===== src/rtl/pcs_transmit.sv =====
// rtl/pcs_transmit.sv - 1000BASE-X PCS transmit: ordered-set FSM, even/odd alignment, RD tracking, 8b/10b encoder
// Optional macro PCS_ERR_PROP_EN: TX_ER inside a packet emits /V/ (K30.7) instead of /D/.
module pcs_transmit (
    input  logic       GTX_CLK,
    input  logic       mr_main_reset,
    input  logic       TX_EN,
    input  logic       TX_ER,
    input  logic [7:0] TXD,
    output logic [9:0] tx_code_group,
    output logic       transmitting
);

    // Special code groups in their RD- column; the RD+ column is the bitwise complement.
    localparam logic [9:0] K28_5 = 10'b0011111010;
    localparam logic [9:0] K27_7 = 10'b1101101000;
    localparam logic [9:0] K29_7 = 10'b1011101000;
    localparam logic [9:0] K23_7 = 10'b1110101000;
    localparam logic [9:0] K30_7 = 10'b0111101000;
    localparam logic [7:0] D16_2 = 8'h50;
    localparam logic [7:0] D5_6  = 8'hC5;

    typedef enum logic [1:0] {IDLE, DATA, EPD2, EPD3} state_t;

    state_t     state_q, state_d;
    logic [9:0] cg_q, cg_d;
    logic       tx_q, tx_d;
    logic       rd_q, rd_d;
    logic       odd_q;

    function automatic logic [9:0] k_code(input logic [9:0] neg, input logic rd);
        return rd ? ~neg : neg;
    endfunction

    function automatic logic [9:0] enc_data(input logic [7:0] d, input logic rd);
        logic [4:0] x;
        logic [2:0] y;
        logic [5:0] c6;
        logic [3:0] c4;
        logic       rd_mid;
        x = d[4:0];
        y = d[7:5];
        case (x)
            5'd0:  c6 = 6'b100111;
            5'd1:  c6 = 6'b011101;
            5'd2:  c6 = 6'b101101;
            5'd3:  c6 = 6'b110001;
            5'd4:  c6 = 6'b110101;
            5'd5:  c6 = 6'b101001;
            5'd6:  c6 = 6'b011001;
            5'd7:  c6 = 6'b111000;
            5'd8:  c6 = 6'b111001;
            5'd9:  c6 = 6'b100101;
            5'd10: c6 = 6'b010101;
            5'd11: c6 = 6'b110100;
            5'd12: c6 = 6'b001101;
            5'd13: c6 = 6'b101100;
            5'd14: c6 = 6'b011100;
            5'd15: c6 = 6'b010111;
            5'd16: c6 = 6'b011011;
            5'd17: c6 = 6'b100011;
            5'd18: c6 = 6'b010011;
            5'd19: c6 = 6'b110010;
            5'd20: c6 = 6'b001011;
            5'd21: c6 = 6'b101010;
            5'd22: c6 = 6'b011010;
            5'd23: c6 = 6'b111010;
            5'd24: c6 = 6'b110011;
            5'd25: c6 = 6'b100110;
            5'd26: c6 = 6'b010110;
            5'd27: c6 = 6'b110110;
            5'd28: c6 = 6'b001110;
            5'd29: c6 = 6'b101110;
            5'd30: c6 = 6'b011110;
            default: c6 = 6'b101011;
        endcase
        // D.07 is neutral yet still has a distinct RD+ form.
        if (rd && (($countones(c6) != 3) || (x == 5'd7)))
            c6 = ~c6;
        rd_mid = ($countones(c6) == 3) ? rd : ($countones(c6) > 3);
        case (y)
            3'd0: c4 = 4'b1011;
            3'd1: c4 = 4'b1001;
            3'd2: c4 = 4'b0101;
            3'd3: c4 = 4'b1100;
            3'd4: c4 = 4'b1101;
            3'd5: c4 = 4'b1010;
            3'd6: c4 = 4'b0110;
            default: begin
                // A7 avoids a run of five identical bits across the sub-block boundary.
                if ((!rd_mid && (x == 5'd17 || x == 5'd18 || x == 5'd20)) ||
                    ( rd_mid && (x == 5'd11 || x == 5'd13 || x == 5'd14)))
                    c4 = 4'b0111;
                else
                    c4 = 4'b1110;
            end
        endcase
        if (rd_mid && (($countones(c4) != 2) || (y == 3'd3)))
            c4 = ~c4;
        return {c6, c4};
    endfunction

    always_comb begin
        state_d = state_q;
        cg_d    = k_code(K28_5, rd_q);
        tx_d    = 1'b0;
        case (state_q)
            IDLE: begin
                if (odd_q) begin
                    // RD+ here means the even K28.5 was sent RD-, so I2 restores RD-.
                    cg_d = enc_data(rd_q ? D16_2 : D5_6, rd_q);
                end else if (TX_EN) begin
                    cg_d    = k_code(K27_7, rd_q);
                    tx_d    = 1'b1;
                    state_d = DATA;
                end
            end
            DATA: begin
                if (TX_EN) begin
                    tx_d = 1'b1;
`ifdef PCS_ERR_PROP_EN
                    cg_d = TX_ER ? k_code(K30_7, rd_q) : enc_data(TXD, rd_q);
`else
                    cg_d = enc_data(TXD, rd_q);
`endif
                end else begin
                    cg_d    = k_code(K29_7, rd_q);
                    state_d = EPD2;
                end
            end
            EPD2: begin
                cg_d    = k_code(K23_7, rd_q);
                state_d = odd_q ? IDLE : EPD3;
            end
            default: begin
                cg_d    = k_code(K23_7, rd_q);
                state_d = IDLE;
            end
        endcase
        // Net disparity of the whole group decides the running disparity afterwards.
        if ($countones(cg_d) == 5)
            rd_d = rd_q;
        else
            rd_d = ($countones(cg_d) > 5);
    end

`ifndef PCS_ERR_PROP_EN
    logic unused_tx_er;
    assign unused_tx_er = TX_ER;
`endif

    always_ff @(posedge GTX_CLK or negedge mr_main_reset) begin
        if (!mr_main_reset) begin
            state_q <= IDLE;
            cg_q    <= K28_5;
            tx_q    <= 1'b0;
            rd_q    <= 1'b1;
            odd_q   <= 1'b1;
        end else begin
            state_q <= state_d;
            cg_q    <= cg_d;
            tx_q    <= tx_d;
            rd_q    <= rd_d;
            odd_q   <= ~odd_q;
        end
    end

    assign tx_code_group = cg_q;
    assign transmitting  = tx_q;

endmodule


===== config.mk =====
export PLATFORM = sky130hd
export DESIGN_NAME = pcs_transmit
export DESIGN_NICKNAME = d
export VERILOG_FILES = /design/src/rtl/pcs_transmit.sv
export SDC_FILE = /design/constraint.sdc
export NUM_CORES = 1
export LEC_CHECK = 0
export CORE_MARGIN = 1
export CORE_UTILIZATION = 25
export DETAILED_ROUTE_END_ITERATION = 10
export SKIP_LAST_GASP = 1
export SYNTH_ARGS = -nofsm -noshare
export SYNTH_HDL_FRONTEND = slang
export SYNTH_SLANG_ARGS = --single-unit

===== constraint.sdc =====
create_clock -name GTX_CLK -period 14.54 [get_ports GTX_CLK]
set_input_delay 2.908 -clock GTX_CLK [delete_from_list [all_inputs] [get_ports GTX_CLK]]
set_output_delay 2.908 -clock GTX_CLK [all_outputs]
set_load 0.05 [all_outputs]

==> implementation parameters <==
Parameter                              Value

Place
  Final estimated routing congestion in global placement ... between 0.8 and 0.9
  Detailed-placement wirelength estimate ... roughly 3500 um
  Post-Place Cells ... 341
  Number of buffer cells added on primary ports ... 21
  Worst slack after detailed placement ... 222 ps

Floorplanning
  Cell Rows ... 32
  Initial core utilization ... 0.263
  Top-level port count ... 23
  Die Y ... 93.0 um
  X dimension of the die ... approximately 93 um
  Die outline area ... 8660 um^2
  Core area ... ~7900 um^2

Synth
  Yosys warns ... 0
  Post-synth top flop ... dfstp_2
  Main combinational cell family by area after synthesis ... adder cells
  Mux cell area share after synthesis ... 0.0670
  Netlist Area Pre-Place ... 2070 um^2
  Avg Cell Area, Syn ... about 9.2 um^2
  Simple logic cell fraction of the synthesized area ... 0.161
  Share of async-settable or async-resettable flops after synthesis ... 1.00
  Post-synthesis share of cell area spent on xor and xnor gates ... 0.0501
  Area fraction in compound gates after synthesis ... 0.228
  Netlist cell types ... 60
  EDFF count, synth ... 0
  Synth Area in Adders ... 0.237
  Number of storage elements in the synthesis netlist ... 15
  Nets in the synthesized netlist ... 270
  Sequential-to-total area share from yosys stat ... 0.186
  Synthesized instance count ... between 200 and 250

Global routing
  Maximum number of pins on one net before global-route repair ... 19
  Overall fraction of global-route tracks in use ... 0.106
  Global route total overflow ... 0
  Initial antenna violation count ... 0
  Via count of the first global-routing pass ... 1582
  First-pass GRT wire length ... ~7400 um

Routing
  Average wire per cell in the routed design ... 12.4 um
  Total iterations of the first detailed-routing run ... 4
  Number of design-rule violations left by the first detailed-router iteration ... 96
  Via total after detailed routing ... 1655
  Met2 layer wire length in the routed design ... 2050 um
  Number of nets with antenna violations after detailed routing ... 0
  Wire length on met1 ... 2000 um
  Final wirelength ... 4280 um
  Routed length on met3 ... 192 um
  DRC viols ... 0
  Vias per inst ... approximately 4.8
  Max Used Layer ... met4

STA
  Ratio of final minimum period to clock period ... 0.961
  Final hold vios ... 0
  Final setup skew ... 6.71 ps
  Final worst setup slack ... 564 ps
  Slew headroom ... 0.564
  Max Freq ... 0.0716 GHz
  Number of pins with negative max-slew slack in the final report ... 0
  Setup total negative slack ... 0 ps
  Final critical path time including I/O delays and setup ... 13980 ps
  Setup repair after global routing missed its margin ... no
  Pin slew with the least headroom to its limit ... ~650 ps
  Setup violations, final ... 0

Clock tree
  TritonCTS clock tree ... built
  Clock latency reported for the late side of the worst-skew pair ... 250 ps
  Root buffer selected by CTS ... clkbuf_8
  CTS Hold Bufs ... 0
  CTS sink count ... 15
  Reg clk slew, reported paths ... 60 ps
  Max Root-Sink Buffers ... 2
  Number of buffers created by CTS ... 3
  Htree depth ... 1

Setup path
  Count of cells along the worst register-to-register path ... 30
  Biggest fanout along the worst timing path ... 7
  Worst Setup Start Kind ... input pin
  Launching instance or port of the critical path ... TXD[0]
  Critical path capture point type ... flip-flop
  Peak per-stage delay on the critical path ... 570 ps
  CP max stage cell ... clkdlybuf4s50_1
  Critical Path RT ... 14720 ps
  Startpoint of the worst-slack reg-to-reg timing path ... rd_q
  Data arrival time of the critical path ... 14150 ps
  Category of the most critical setup path ... in2reg

Layout
  Final core utilization ... 0.308
  Layout overhead on the synthesized area ... 17.2%
  Ratio of cells with drive above 1 in the final layout ... 0.132
  Final Net Count ... about 290
  Number of antenna diodes ... 0
  Final standard cell count with taps included and fillers excluded ... 345

Min path
  Kind of path behind the tightest hold check ... reg2reg
  Depth of the worst hold-timing path ... 1
  Hold path startpoint ... odd_q

Run status
  Outcome ... complete, no violations

Flow run
  Max-Cap Viols ... 0
## stage by stage
step | hold slack [ps] | cell area (um^2)
final | 573 | 2430
after global routing | 609 | 2430
after CTS | 580 | 2410
after detailed placement | 557 | 2370
after global placement | 538 | 2370
after floorplan | 508 | 2070
## flip-flops by register name (all words and copies together) (netlist names)
| name | count |
|---|---|
| transmitting | 1 |
| rd_q | 1 |
| tx_code_group | 10 |
| state_q | 2 |
| odd_q | 1 |
## final timing paths
| check | slack, ps | to |
|---|---|---|
| min in group asynchronous | 3060 | tx_code_group[2] |
| worst min-delay path | 570 | state_q[1] |
| max in group asynchronous | 11060 | state_q[1] |
| worst min register to register | 570 | state_q[1] |
| worst max-delay path | 560 | rd_q |
| worst max register to register | 6170 | rd_q |
## cell type report
type / count / area [um^2]
flip-flops and latches: 15 / 385
inverters: 22 / 82.6
well taps: 102 / 128
fillers: 821 / 5460
multi-input cells: 178 / 1560
repair buffers: 24 / 233
clock buffers: 4 / 45.0
## cells in the mapped netlist (all sizes together), types with 2 or more instances
library cell	n	area share
dfstp	8	0.10
xnor2	7	0.033
buf	6	0.022
o31ai	3	0.020
fa	12	0.12
and2	2	0.0060
mux2	3	0.016
a221o	2	0.0097
a21oi	9	0.022
a31oi	3	0.019
o22ai	3	0.0091
or2	3	0.0091
ha	20	0.12
and3	3	0.0091
nand2b	4	0.012
nand2	14	0.025
mux2i	6	0.029
clkbuf	5	0.0091
xor2	4	0.017
a21o	5	0.018
dfrtp	7	0.085
nor3	3	0.0072
o211ai	2	0.0072
inv	22	0.040
a221oi	3	0.013
nand3	2	0.0048
nand3b	2	0.0072
a211oi	2	0.0097
o21a	4	0.014
nor2b	3	0.0091
mux4	2	0.022
nor2	24	0.043
o21ai	11	0.027
## layer usage
metal	GRT usage	up-vias
met3	0.0171	4
met1	0.148	789
li1	-	827
met2	0.173	35
met5	0	-
met4	0.0167	0
## logic make-up (layout without fill, tap and decap cells)
logic type               count (synthesis)  in the layout
flip-flops                              15             15
AND/OR/NAND/NOR                         66             66
XOR/XNOR                                11             11
adder cells (fa/ha/maj)                 32             32
multiplexers                            11             11
buffers and inverters                   33             50
AO/OA/AOI/OAI                           58             58
## layout by cell type, fill, tap and decap left out, drive strengths merged, types with 3 or more instances in the layout
cell type       n
dfstp           8
o21ai          11
buf             3
fa             12
or2             3
inv            22
mux2            3
a221oi          3
o21a            4
and3            3
nor2b           3
nand2          14
a21o            5
nor3            3
xor2            4
a21oi           9
nor2           24
clkbuf          4
o31ai           3
mux2i           6
a31oi           3
o22ai           3
nand2b          4
dfrtp           7
xnor2           7
ha             20
clkdlybuf4s50  21
## critical path, delay by kind of cell
kind | cells | cell delay [ps]
buffers and inverters | 11 | 1340
xor gates and xnor gates | 2 | 390
and+or+nand+nor | 3 | 520
muxes | 3 | 1090
adders and majority gates | 17 | 6400
AOI/OAI and AO/OA | 7 | 1510
## repair_timing
| item | CTS | global route |
|---|---|---|
| setup buffers | 0 | 0 |
| setup endpoints to repair | 0 | 1 |
| gates resized for setup | 0 | 2 |
Power is not shown: default switching activity piles up to over one toggle a cycle in this logic, so the estimate is an artifact.
